### config.mk
export PLATFORM = sky130hd
export DESIGN_NAME = perm_seq_controller
export DESIGN_NICKNAME = d
export VERILOG_FILES = /design/src/rtl/perm_seq_controller.sv
export SDC_FILE = /design/constraint.sdc
export NUM_CORES = 1
export LEC_CHECK = 0
export CORE_AREA = 4 4 52 54
export CTS_BUF_LIST = sky130_fd_sc_hd__clkbuf_8
export DETAILED_ROUTE_END_ITERATION = 8
export DIE_AREA = 0 0 56 58
export MAX_ROUTING_LAYER = met4
export PLACE_DENSITY_LB_ADDON = 0.05
export SYNTH_ARGS = -nofsm -noshare
export SYNTH_HDL_FRONTEND = slang
export SYNTH_SLANG_ARGS = --single-unit
### constraint.sdc
create_clock -name clk -period 2.7 [get_ports clk]
set_input_delay 0.54 -clock clk [delete_from_list [all_inputs] [get_ports clk]]
set_output_delay 0.54 -clock clk [all_outputs]
set_load 0.02 [all_outputs]
### src/rtl/perm_seq_controller.sv
// Sequencing control for the permutation datapath. It runs ITERATIONS rounds per
// block over 1..2^BLK_W-1 blocks and drives the datapath register and memory strobes.
module perm_seq_controller #(
  parameter int ITERATIONS = 64,
  parameter int CNT_W      = 6,
  parameter int BLK_W      = 4
) (
  input  logic             clk,
  input  logic             reset,
  input  logic             start,
  input  logic             hold,
  input  logic             abort,
  input  logic [BLK_W-1:0] num_blocks,
  output logic             reset_reg,
  output logic             load_reg,
  output logic             read_input,
  output logic             write_output,
  output logic             count,
  output logic             cout,
  output logic [CNT_W-1:0] iter,
  output logic [BLK_W-1:0] blk,
  output logic             ready,
  output logic             done,
  output logic [2:0]       state
);

  typedef enum logic [2:0] {
    S_IDLE  = 3'd0,
    S_ARMED = 3'd1,
    S_INIT  = 3'd2,
    S_LOAD  = 3'd3,
    S_ROUND = 3'd4,
    S_WRITE = 3'd5,
    S_DONE  = 3'd6,
    S_ILL   = 3'd7
  } state_t;

  localparam logic [CNT_W-1:0] LAST_ITER = CNT_W'(ITERATIONS - 1);

  state_t           r_state;
  state_t           w_next;
  logic [CNT_W-1:0] r_iter;
  logic [BLK_W-1:0] r_blk;
  logic [BLK_W-1:0] r_nb;

  logic w_abort;
  logic w_arm_go;
  logic w_last_blk;
  logic w_count;
  logic w_cout;

  // Abort is meaningless in IDLE, so it never blocks a start from there.
  assign w_abort    = abort && (r_state != S_IDLE);
  assign w_arm_go   = (r_state == S_ARMED) && !start;
  assign w_last_blk = (r_blk == (r_nb - BLK_W'(1)));
  assign w_count    = (r_state == S_ROUND) && !hold;
  assign w_cout     = w_count && (r_iter == LAST_ITER);

  always_ff @(posedge clk or posedge reset) begin
    if (reset) begin
      r_state <= S_IDLE;
    end else begin
      r_state <= w_next;
    end
  end

  always_comb begin
    w_next = r_state;
    if (w_abort) begin
      w_next = S_IDLE;
    end else begin
      case (r_state)
        S_IDLE:  if (start) w_next = S_ARMED;
        S_ARMED: if (!start) w_next = S_INIT;
        S_INIT:  w_next = S_LOAD;
        S_LOAD:  w_next = S_ROUND;
        S_ROUND: if (w_cout) w_next = S_WRITE;
        S_WRITE: w_next = w_last_blk ? S_DONE : S_LOAD;
        S_DONE:  w_next = S_IDLE;
        default: w_next = S_IDLE;
      endcase
    end
  end

  // Iteration/block counters; iter wraps on the same edge that leaves ROUND.
  always_ff @(posedge clk or posedge reset) begin
    if (reset) begin
      r_iter <= '0;
      r_blk  <= '0;
      r_nb   <= BLK_W'(1);
    end else if (w_abort) begin
      r_iter <= '0;
      r_blk  <= '0;
    end else if (w_arm_go) begin
      r_iter <= '0;
      r_blk  <= '0;
      r_nb   <= (num_blocks == '0) ? BLK_W'(1) : num_blocks;
    end else begin
      if (w_count) begin
        r_iter <= w_cout ? '0 : r_iter + CNT_W'(1);
      end
      if ((r_state == S_WRITE) && !w_last_blk) begin
        r_blk <= r_blk + BLK_W'(1);
      end
    end
  end

  always_comb begin
    reset_reg    = 1'b0;
    load_reg     = 1'b0;
    read_input   = 1'b0;
    write_output = 1'b0;
    ready        = 1'b0;
    done         = 1'b0;
    case (r_state)
      S_IDLE:  ready = 1'b1;
      S_INIT:  reset_reg = 1'b1;
      S_LOAD: begin
        read_input = 1'b1;
        load_reg   = 1'b1;
      end
      S_ROUND: load_reg = w_count;
      S_WRITE: write_output = 1'b1;
      S_DONE:  done = 1'b1;
      default: ;
    endcase
  end

  assign count = w_count;
  assign cout  = w_cout;
  assign iter  = r_iter;
  assign blk   = r_blk;
  assign state = r_state;

endmodule

==> results by group, run 1 <==
Route
  • Vias: 881
  • Initial DRT Pass Iterations: 2
  • Antenna viol nets, final: 0
  • Via density per instance: around 5.1
  • DRT Wirelength: 2180 microns
  • Drt wl/cell: 12.7 microns
  • DRC Markers: 0
  • Detailed router's first-iteration violation count: 16

Timing
  • F_max: 0.403 GHz
  • Max transition margin: 0.566
  • Final setup viols: 0
  • TNS Setup: 0 ns
  • Final hold viol count: 0
  • Min setup slack post-route: 0.220 ns
  • Fin. max-slew vios: 0
  • Setup Skew: 0.00474 ns
  • Final Cycle Share: 0.918
  • Tightest Pin Transition: 0.651 ns
  • Post-layout minimum cycle time: 2.48 ns
  • Unrepaired setup endpoints after global routing: false

Status
  • Status: finished clean

Layout
  • N_diodes: 0
  • Share of cells above drive strength 1: 0.125
  • Reg area: 427 sq um
  • Layout area overhead: 40.7%
  • Final non-filler cell total: ~170
  • Area of the multi-input gates: 534 sq um
  • # nets final: 157
  • Layout fillers: between 200 and 250

Power
  • Pleak: between 0.6 and 0.7 nW
  • Max VDD drop: 0.390 mV
  • Power Dens Cells: 751 mW/mm^2

Global route
  • Number of global-route vias before repair: 862
  • Initial antenna violation count: 0
  • Grt total ovfl: 0
  • Largest net degree at the start of global routing: 18
  • GRT Util Overall: 0.147
  • First-pass GRT wire length: 3750 microns

Synthesis
  • Seq cells post-synth: 17
  • Top post-synthesis cells by area: dfrtp_1 (40%), xnor2_1 (7.9%), nor2_1 (4.5%)
  • Predominant post-synthesis flop cell: dfrtp_1
  • Post-synthesis cell count: 108
  • Post-synth top area share: 0.401
  • Mapped Avg Cell Area: a little over 9 sq um
  • Post-synth cell types: 32
  • Count of warnings emitted by yosys: 0
  • Post-synth top cells: dfrtp_1 (16), nor2_1 (12), xnor2_1 (9), nand2_1 (8), inv_1 (7)
  • Largest area contributor in the netlist: dfrtp_1
  • Post-synth EDFFs: 0
  • Ys async rst share: 1.00
  • Seq/Total Area, Yosys: 0.427
  • Synthesized net count: 120
  • Post-synthesis cell area: 1000 sq um
  • Count leader, synth: dfrtp_1

Critical path
  • Crit path kind: in2out
  • Crit path required time: approximately 2.2 ns
  • Max FO, Critical Path: 4
  • CP endpoint kind: output pin
  • WP data arrival: 1.94 ns
  • Critical path startpoint category: input port

Hold path
  • Hold crit path type: reg2reg

Placement
  • DP Wirelength: 1660 microns
  • Placed cells: about 170
  • Dpl ws: between 0.1 and 0.15 ns
  • Gpl congestion: approximately 0.8
  • IO buf count: 29

Clocking
  • Total CTS buffers: 3
  • CTS sink cnt: 17
  • Post-CTS setup buffers: 0
  • CTS tree: done
  • H-tree depth: 1
  • Clock slew at reported path FFs: approximately 0.070 ns
  • Clk buf depth: 2
  • Clk_lat worst skew: 0.25 ns
  • CTS root buffer: clkbuf_8

Job
  • Max_cap viols: 0

Die
  • Starting density of the core: 0.452
  • I/O pin count: 30
  • Standard-cell rows: 17
  • Chip width: ~56 microns
  • Die height: 58 microns
  • Core Region: 0.00221 sq mm
  • Overall die area: 0.00325 sq mm
sequential cells by signal, summed over array words and instances (netlist names):
signal,flops
r_nb,4
iter,6
blk,4
state,3
per-stage QoR:
| step | hold WS, ns | cell area (sq um) | power (mW) | util |
|---|---|---|---|---|
| after floorplan | 0.465 | 1000 | 0.695 | - |
| after global routing | 0.548 | 1410 | 1.13 | 0.636 |
| after global placement | 0.511 | 1360 | 0.861 | 0.614 |
| after CTS | 0.527 | 1400 | 1.07 | 0.635 |
| after detailed placement | 0.517 | 1360 | 0.874 | 0.614 |
| final | 0.526 | 1410 | 1.06 | 0.636 |
logic make-up after synthesis:
family                     Yosys count  share of synthesized area
and+or+nand+nor                     44                      0.229
AOI/OAI and AO/OA                   19                      0.129
DFF                                 17                      0.427
xor gates and xnor gates            12                      0.105
buffers and inverters               10                     0.0388
muxes                                3                     0.0338
adders and majority gates            3                     0.0376
final timing paths:
| path | slack (ns) | endpoint | start | depth (start not counted) |
|---|---|---|---|---|
| max | 0.22 | count | hold | 5 |
| min | 0.53 | r_nb[0] | r_nb[0] | 2 |
| min in group asynchronous | 0.67 | blk[2] | reset | 2 |
| min reg2reg | 0.53 | r_nb[0] | r_nb[0] | 2 |
| max in group asynchronous | 1.61 | state[1] | reset | 2 |
| max reg2reg | 0.61 | blk[3] | r_nb[0] | 6 |
area by class of cell:
class / instances / share of cell area
multi-input combinational: 81 / 0.380
sequential: 17 / 0.303
timing repair buffer: 35 / 0.240
clock buffer: 3 / 0.0294
tap: 28 / 0.0249
inverter: 7 / 0.0187
clock inverter: 1 / 0.00356
report_power, final:
part	internal [mW]	total [mW]	switching, mW	leakage [nW]
Sequential	0.309	0.356	0.0470	0.225
Clock	0.102	0.191	0.0890	0.0255
Combinational	0.240	0.509	0.268	0.351
Total	0.651	1.06	0.404	0.602
placed cells by master, fill, tap and decap left out, types with 2 or more instances in the layout:
master,count
a211oi_1,2
a21oi_1,5
a31oi_1,2
buf_4,6
clkbuf_8,3
clkdlybuf4s50_1,28
dfrtp_1,16
ha_1,3
inv_1,7
mux2_2,3
nand2_1,8
nand3_1,5
nand3b_1,4
nor2_1,12
nor3_1,5
o21ai_0,5
or3_1,2
xnor2_1,9
xor2_1,3
metal layers:
metal / routed length, microns / vias up / GRT usage / share of wire
met3: 95 / 2 / 0.0223 / 0.043
met1: 1060 / 414 / 0.185 / 0.48
met4: 12 / 0 / 0.0610 / 0.0055
met5: 0 / - / - / 0
li1: - / 446 / - / -
met2: 1020 / 19 / 0.239 / 0.47
timing repair:
action,CTS,global route
gates resized for setup,0,1
endpoints found under the setup margin,0,1
hold buffers,0,0
critical path, stage by stage:
cell	delay, ns
clkdlybuf4s50_1	0.39
nand3b_1	0.17
inv_1	0.10
buf_4	0.13
clkdlybuf4s50_1	0.60
Note: power is estimated with default switching activity, not from simulation.
==> run 2: changes to the inputs <==
--- a/config.mk
+++ b/config.mk
@@ -6,8 +6,8 @@
 export NUM_CORES = 1
 export LEC_CHECK = 0
-export CORE_AREA = 4 4 52 54
+export CORE_AREA = 2 2 50 52
 export CTS_BUF_LIST = sky130_fd_sc_hd__clkbuf_8
 export DETAILED_ROUTE_END_ITERATION = 8
-export DIE_AREA = 0 0 56 58
+export DIE_AREA = 0 0 52 54
 export MAX_ROUTING_LAYER = met4
 export PLACE_DENSITY_LB_ADDON = 0.05
==> constraint.sdc (replaced) <==
create_clock -name clk -period 2.7 [get_ports clk]
set_input_delay 0.405 -clock clk [delete_from_list [all_inputs] [get_ports clk]]
set_output_delay 0.405 -clock clk [all_outputs]
set_load 0.02 [all_outputs]
==> results by group, run 2 (synthesis results as in run 1) <==
Timing
  • Unrepaired setup endpoints after global routing: false
  • TNS Setup: 0 ns
  • Fin. max-slew vios: 0
  • Hold WS: 0.525 ns
  • Max transition margin: 0.559
  • Post-layout minimum cycle time: 2.52 ns
  • Final Cycle Share: 0.932
  • F_max: approximately 0.40 GHz
  • Final setup viols: 0
  • Setup Skew: 0.00237 ns
  • Final hold viol count: 0
  • Tightest Pin Transition: about 0.66 ns
  • Min setup slack post-route: 0.184 ns

Power
  • Power Dens Cells: 752 mW/mm^2
  • Pleak: 0.568 nW
  • Power Total: between 1 and 1.5 mW
  • Max VDD drop: 0.427 mV

Critical path
  • Crit path kind: reg2out
  • CP endpoint kind: output pin
  • Crit-path cells: nor2_1 -> nand3b_1 -> inv_1 -> nand4_1 -> nor2_1 -> clkdlybuf4s50_1
  • Crit path buf inv count: 2
  • FF-to-FF path depth: 6
  • CP top delay family: buffers and inverters
  • Worst path slowest cell: clkdlybuf4s50_1
  • Most frequent CP cell: nor2_1
  • Worst stage delay on the critical path: 0.61 ns
  • WP data arrival: between 2 and 2.5 ns
  • Max FO, Critical Path: 10
  • Critical path startpoint category: register
  • Crit path required time: 2.30 ns
  • Number of cells on the critical path: 6

Layout
  • Layout fillers: 204
  • Final non-filler cell total: 171
  • Design Area, Final: roughly 0.0014 sq mm
  • Reg area: 427 sq um
  • # nets final: 154
  • Final core utilization: 0.597
  • N_diodes: 0
  • Max FFs per register: 6
  • Area of the multi-input gates: about 530 sq um
  • Layout area overhead: 38.4%
  • Leading cell types in the layout, fill and taps excluded: clkdlybuf4s50_1 (29), dfrtp_1 (16), nor2_1 (12)
  • Most common cell after layout, fill and taps aside: clkdlybuf4s50_1
  • Share of cells above drive strength 1: 0.106

Global route
  • Grt total ovfl: 0
  • First-pass GRT wire length: 3570 microns
  • Largest net degree at the start of global routing: 18
  • GRT Util Overall: 0.179
  • Initial antenna violation count: 0
  • Number of global-route vias before repair: ~770

Status
  • Status: finished clean

Placement
  • DP Wirelength: approximately 1700 microns
  • Dpl ws: 0.297 ns
  • Gpl congestion: 0.816
  • Placed cells: 167
  • Area post-placement: 0.00134 sq mm
  • IO buf count: 29

Die
  • Starting density of the core: 0.431
  • Die height: around 54 microns
  • Overall die area: about 0.0028 sq mm
  • Chip width: 52 microns
  • I/O pin count: 30
  • Standard-cell rows: 18
  • Core Region: 0.00232 sq mm

Clocking
  • Hold buffers post-CTS: 0
  • Total CTS buffers: 3
  • Cts repair resizes: 0
  • Clk buf depth: 2
  • CTS root buffer: clkbuf_8
  • Clock slew at reported path FFs: 0.07 ns
  • CTS sink cnt: 17
  • H-tree depth: 1
  • Clk_lat worst skew: 0.25 ns
  • Post-CTS setup buffers: 0
  • CTS tree: done

Hold path
  • Hold depth: 2
  • Hold crit path type: reg2reg

Route
  • Drt wl/cell: 12.9 microns
  • Vias: about 870
  • DRT Wirelength: 2200 microns
  • Detailed router's first-iteration violation count: 11
  • Initial DRT Pass Iterations: 4
  • Antenna viol nets, final: 0
  • DRC Markers: 0
  • Via density per instance: 5.11

Job
  • Max_cap viols: 0
run 2: cell types whose count changed in the layout (fill, tap and decap cells not counted), sizes merged:
cell / change
buf: -3
clkdlybuf4s50: +1
dlymetal6s2s: -1
run 2: layout make-up:
class                      instances  share of cell area
clock buffer                       3              0.0298
sequential                        17               0.308
timing repair buffer              32               0.226
inverter                           7              0.0190
multi-input combinational         81               0.386
clock inverter                     1             0.00362
tap                               30              0.0271
run 2: final timing paths:
kind	slack, ns	from	to
max in group asynchronous	1.74	reset	iter[4]
hold / removal	0.53	r_nb[0]	r_nb[0]
setup / recovery	0.18	state[1]	cout
min in group asynchronous	0.54	reset	r_nb[2]
setup reg to reg	0.62	r_nb[0]	blk[3]
hold reg to reg	0.53	r_nb[0]	r_nb[0]
run 2: power breakdown:
part	leakage [nW]	internal, mW	total (mW)	switching [mW]
logic	0.317	0.223	0.484	0.260
registers	0.225	0.309	0.366	0.0575
clock network	0.0255	0.102	0.191	0.0887
run 2: per-layer routing:
metal	part of all wire	GRT usage	vias up
met5	0	-	-
met4	0	0.0263	0
met3	0.052	0.0583	0
met2	0.49	0.295	20
met1	0.46	0.219	413
li1	-	-	440
run 2: worst reg2reg max path: stages, from the launching register on:
cell and delay (ns):
dfstp_2 0.56, inv_1 0.06, ha_1 0.30, xnor2_1 0.15, o41ai_2 0.61, o21ai_0 0.18, a21oi_1 0.14
